[config.mk]
export PLATFORM = sky130hd
export DESIGN_NAME = mux_nto1_seq
export DESIGN_NICKNAME = d
export VERILOG_FILES = /design/src/rtl/mux_nto1_seq.sv
export SDC_FILE = /design/constraint.sdc
export NUM_CORES = 1
export LEC_CHECK = 0
export BUFFER_PORTS_ARGS = -buffer_cell sky130_fd_sc_hd__buf_2
export CAP_MARGIN = 20
export CORE_MARGIN = 2
export CORE_UTILIZATION = 24
export CTS_CLUSTER_DIAMETER = 120
export DETAILED_ROUTE_END_ITERATION = 7
export PLACE_DENSITY = 0.4
export SKIP_LAST_GASP = 1
export SYNTH_ARGS = -nofsm -noshare
export SYNTH_HDL_FRONTEND = slang
export SYNTH_SLANG_ARGS = --single-unit
[constraint.sdc]
create_clock -name clk -period 2.09 [get_ports clk]
set_input_delay 0.418 -clock clk [delete_from_list [all_inputs] [get_ports clk]]
set_output_delay 0.418 -clock clk [all_outputs]
set_load 0.05 [all_outputs]
[src/rtl/mux_nto1_seq.sv]
// ---------------------------------------------------------------------------
// mux_nto1_seq
// Registered N-to-1 multiplexer with two selection modes:
//   direct    : the channel named by sel is sampled every cycle
//   auto-scan : an internal counter walks channels 0..N-1, holding each one
//               for dwell+1 cycles, and pulses wrap when it returns to 0
//
// Ports
//   clk        rising-edge clock
//   rst_n      asynchronous active-low reset
//   in_data    N packed channels, channel k at [k*W +: W]
//   sel        direct-mode channel select
//   mode       0 = direct, 1 = auto-scan
//   dwell      extra cycles each channel is held while scanning
//   en         sampling enable; low parks the block in IDLE
//   out_data   registered selected data
//   out_valid  out_data was updated on the last edge
//   cur_sel    channel that produced out_data
//   wrap       one-cycle pulse when the scan returns from N-1 to 0
//   sel_err    registered direct-mode sel was out of range (>= N)
// ---------------------------------------------------------------------------
module mux_nto1_seq #(
   parameter  int N  = 4,
   parameter  int W  = 1,
   parameter  int DW = 8,
   localparam int SW = $clog2(N)
) (
   input  logic           clk,
   input  logic           rst_n,
   input  logic [N*W-1:0] in_data,
   input  logic [SW-1:0]  sel,
   input  logic           mode,
   input  logic [DW-1:0]  dwell,
   input  logic           en,
   output logic [W-1:0]   out_data,
   output logic           out_valid,
   output logic [SW-1:0]  cur_sel,
   output logic           wrap,
   output logic           sel_err
);

   typedef enum logic [1:0] {
      ST_IDLE   = 2'd0,
      ST_DIRECT = 2'd1,
      ST_SCAN   = 2'd2
   } state_t;

   localparam int        NSLOT = 2 ** SW;
   localparam logic [SW:0] NVAL = (SW + 1)'(N);

   state_t          state_q, state_d;
   logic [W-1:0]    out_data_q, out_data_d;
   logic            out_valid_q, out_valid_d;
   logic [SW-1:0]   cur_sel_q, cur_sel_d;
   logic            wrap_q, wrap_d;
   logic            sel_err_q, sel_err_d;
   logic [SW-1:0]   ch_q, ch_d;
   logic [DW-1:0]   dc_q, dc_d;
   logic            sel_oob;

   // Unpack the channels into a power-of-two table. Slots at or above N
   // read as zero, so an out-of-range direct select yields 0 without an
   // extra mux stage.
   logic [W-1:0] chan [NSLOT];

   generate
      for (genvar gi = 0; gi < NSLOT; gi++) begin : g_chan
         if (gi < N) begin : g_real
            assign chan[gi] = in_data[gi*W +: W];
         end else begin : g_pad
            assign chan[gi] = '0;
         end
      end
   endgenerate

   assign sel_oob = ({1'b0, sel} >= NVAL);

   always_comb begin
      // Defaults: hold everything, no valid, no wrap.
      state_d     = ST_IDLE;
      out_data_d  = out_data_q;
      out_valid_d = 1'b0;
      cur_sel_d   = cur_sel_q;
      wrap_d      = 1'b0;
      sel_err_d   = sel_err_q;
      ch_d        = ch_q;
      dc_d        = dc_q;

      if (en) begin
         state_d = mode ? ST_SCAN : ST_DIRECT;
      end

      // Outputs are produced for the state being entered on this edge, so
      // the first cycle in a new mode already carries valid data.
      case (state_d)
         ST_DIRECT: begin
            out_data_d  = chan[sel];
            cur_sel_d   = sel;
            sel_err_d   = sel_oob;
            out_valid_d = 1'b1;
         end
         ST_SCAN: begin
            if (state_q != ST_SCAN) begin
               // Any entry restarts the scan; this edge counts as the
               // first hold cycle of channel 0.
               ch_d = '0;
               dc_d = '0;
            end else if (dc_q < dwell) begin
               dc_d = dc_q + DW'(1);
            end else begin
               // >= rather than == so a lowered dwell advances immediately.
               dc_d = '0;
               if (ch_q == SW'(N - 1)) begin
                  ch_d   = '0;
                  wrap_d = 1'b1;
               end else begin
                  ch_d = ch_q + SW'(1);
               end
            end
            out_data_d  = chan[ch_d];
            cur_sel_d   = ch_d;
            sel_err_d   = 1'b0;
            out_valid_d = 1'b1;
         end
         default: begin
            // IDLE: hold data/select/error and freeze the scan counters.
         end
      endcase
   end

   always_ff @(posedge clk or negedge rst_n) begin
      if (!rst_n) begin
         state_q     <= ST_IDLE;
         out_data_q  <= '0;
         out_valid_q <= 1'b0;
         cur_sel_q   <= '0;
         wrap_q      <= 1'b0;
         sel_err_q   <= 1'b0;
         ch_q        <= '0;
         dc_q        <= '0;
      end else begin
         state_q     <= state_d;
         out_data_q  <= out_data_d;
         out_valid_q <= out_valid_d;
         cur_sel_q   <= cur_sel_d;
         wrap_q      <= wrap_d;
         sel_err_q   <= sel_err_d;
         ch_q        <= ch_d;
         dc_q        <= dc_d;
      end
   end

   assign out_data  = out_data_q;
   assign out_valid = out_valid_q;
   assign cur_sel   = cur_sel_q;
   assign wrap      = wrap_q;
   assign sel_err   = sel_err_q;

endmodule
==> summary.md <==
| Metric | Value |
|---|---|
| Syn Inst Count | `109` |
| Layout area overhead | `27.1%` |
| Status | `complete, no violations` |
| Clock sinks | `17` |
| Initial Util | `0.244` |
| Worst path cell trace | `ha_1 > a21oi_1 > o21ai_1 > a21oi_4 > mux2_4 > o2111ai_1 > o311ai_1` |
| Reg2reg start | `dc_q[7]` |
| Area contributors post-synth | `dfrtp_1 (41%), ha_1 (11%), xor2_1 (5.0%)` |
| Comb pwr share | `0.169` |
| Total track usage | `0.104` |
| Clock Pin Slew Worst Setup and Hold Paths | `0.07 ns` |
| TritonRoute pass-1 iters | `4` |
| M2 GR Usage | `0.172` |
| Final Cycle Share | `0.941` |
| CP Buf/Inv Count | `0` |
| Static leakage | `0.000695 uW` |
| Switching share of total power | `0.281` |
| Met3 usage | `0.0202` |
| Ant. Diodes | `0` |
| EDFF count, synth | `0` |
| Die Y | `70.1 um` |
| Post-DP Area | `1270 sq um` |
| Routed Antenna Nets | `0` |
| Post-DP HPWL | `1900 um` |
| Clk root buf | `clkbuf_8` |
| Vias per cell | `4.55` |
| CTS Buf Count | `3` |
| CTS tree | `built` |
| Ports | `24` |
| Endpoints failing setup | `0` |
| Net Sw Power | `202 uW` |
| Placed Cells | `189` |
| Die X-Extent | `70.1 um` |
| Global-route wire length before repair | `4160 um` |
| DRC | `0` |
| Area leader, netlist | `dfrtp_1` |
| Max stage delay on crit path | `0.40 ns` |
| Initial antenna violation count | `0` |
| Clock buffer depth | `2` |
| Fmax | `508 MHz` |
| Kind of critical path | `flip-flop to flip-flop` |
| Hold buffer count at CTS | `0` |
| Drt total wl | `2450 um` |
| Worst R2R End | `out_data` |
| Critical path launch point type | `flip-flop` |
| Slowest cell on crit path | `dfrtp_1` |
| Hold WC Path Type | `input pin to asynchronous set/reset pin` |
| Proportion of netlist area held by the largest area contributor | `0.406` |
| Max Cap Violations | `0` |
| Fin crit period | `1.97 ns` |
| Vias | `882` |
| Pwr dens | `540 nW/um^2` |
| Arrival @ worst endpoint | `2.09 ns` |
| Post-synth design cell area | `1050 sq um` |
| Post-synthesis cell type count | `34` |
| Largest net degree at the start of global routing | `18` |
| Port bufs | `22` |
| # rows | `24` |
| Sequential power share | `0.485` |
| Top_reg_cell synth | `dfrtp_1` |
| Worst Skew | `0.00261 ns` |
| DIE AREA | `4910 sq um` |
| H-tree depth | `1` |
| Maximum vdd ir drop | `183 uV` |
| RSZ-0062 raised after global routing | `false` |
| Gr busiest metal | `met2` |
| Net Count, Synth | `136` |
| Clock Power Share | `0.346` |
| Core Area | `4290 sq um` |
| Worst Path Max Fanout | `4` |
| CP endpoint kind | `flip-flop` |
| Final RePlAce weighted congestion | `0.806` |
| R2R cell count | `7` |
| Vias in the first global route | `930` |
| Final hold violation count | `0` |
| GRT met1 Usage | `0.139` |
| Final Instance Area | `1330 sq um` |
| Seq/Total Area, Yosys | `0.406` |
| FF+latch count, synth | `17` |
| Non-Filler Instances | `194` |
| Nets | `170` |
| Grt ovf | `0` |
| WL per Instance | `12.6 um` |
| Crit-path leading delay family | `compound AO/OA/AOI/OAI gates` |
| Post-synth ARST share | `1.00` |
| Initial drt markers | `30` |
| Internal | `517 uW` |
| Skew-Pair Late Insertion Delay | `0.25 ns` |
| Pins Over Slew Limit | `0` |
| Mean Syn Cell Area | `9.62 sq um` |
| R2R setup slack | `0.12 ns` |
| CP required | `2.21 ns` |
| Share of post-route cells with drive strength above 1 | `0.303` |
| Yosys warnings | `0` |
registers in the layout (all words and copies together) (netlist names):
| register | cells |
|---|---|
| out_valid | 1 |
| dc_q | 8 |
| state_q | 2 |
| wrap | 1 |
| cur_sel | 2 |
| ch_q | 2 |
| out_data | 1 |
cell usage in the layout (no fill, tap or decap), drive strengths merged, types with 3 or more instances in the layout:
| cell | netlist | layout |
|---|---|---|
| clkbuf | 2 | 3 |
| xor2 | 6 | 6 |
| nor2b | 3 | 3 |
| ha | 9 | 9 |
| a21oi | 6 | 6 |
| nand3 | 4 | 4 |
| inv | 9 | 9 |
| buf | 1 | 32 |
| nand4 | 3 | 3 |
| nand2 | 10 | 10 |
| nor2 | 11 | 11 |
| dfrtp | 17 | 17 |
| o21ai | 8 | 8 |
synthesized netlist by cell type, types with 2 or more instances:
cell and number:
o21ai_0 7, nand3_1 4, nor2_1 11, a21oi_1 4
nand2_1 10, dfrtp_1 17, ha_1 9, inv_1 9
nand4_1 3, mux2i_1 2, xor2_1 6, nor3_1 2
and3_1 2, nor2b_1 3
layer usage:
metal / wire length, um / vias up
li1: - / 442
met3: 125 / 2
met1: 1160 / 416
met5: 0 / -
met4: 15 / 0
met2: 1140 / 22
power groups by stage:
stage          sequential (uW)  combinational (uW)  clock [uW]
2_1_floorplan              379                49.2           0
6_report                   349                 121         249
4_1_cts                    349                 122         265
5_1_grt                    351                 134         271
3_3_place_gp               356                 119           0
3_5_place_dp               355                 122           0
stage by stage:
step	setup slack, ns	util	TNS (ns)	total power [uW]	hold slack (ns)
2_1_floorplan	0.0121	-	0	428	0.122
3_3_place_gp	-0.0371	0.295	-0.0621	475	0.373
3_5_place_dp	-0.135	0.295	-0.275	477	0.383
4_1_cts	0.0248	0.306	0	736	0.100
5_1_grt	0.00460	0.310	0	757	0.120
6_report	0.123	0.310	0	719	0.0922
worst max path at each step:
stage	depth (start not counted)	startpoint	end	slack, ns
after floorplan	8	dwell[2]	out_data	0.01
after global placement	9	dwell[2]	out_data	-0.04
after detailed placement	9	dwell[2]	out_data	-0.14
after CTS	7	dc_q[2]	out_data	0.02
after global routing	8	dc_q[3]	out_data	0.005
final	7	dc_q[7]	out_data	0.12
kinds of logic (layout without fill, tap and decap cells):
logic type / after synthesis / count (layout) / share of synthesized area
flops: 17 / 17 / 0.406
compound gates: 23 / 23 / 0.158
buf+inv: 13 / 46 / 0.0597
other cells: 1 / 1 / 0.00358
simple gates: 36 / 36 / 0.159
mux: 4 / 4 / 0.0573
xor+xnor: 6 / 6 / 0.0501
fa+ha+maj: 9 / 9 / 0.107
layout make-up:
| type | instances | area, sq um |
|---|---|---|
| Clock buffer | 3 | 41.3 |
| Clock inverter | 1 | 5.00 |
| Fill cell | 462 | 2960 |
| Inverter | 10 | 37.5 |
| Multi-Input combinational cell | 79 | 573 |
| Sequential cell | 17 | 425 |
| Tap cell | 52 | 65.1 |
| Timing Repair Buffer | 32 | 185 |
what timing repair did:
action | 4_1_cts | 5_1_grt
gates resized for setup | 0 | 2
endpoints found under the setup margin | 0 | 2
buffers inserted | 0 | 1
Note: power is estimated with default switching activity, not from simulation.
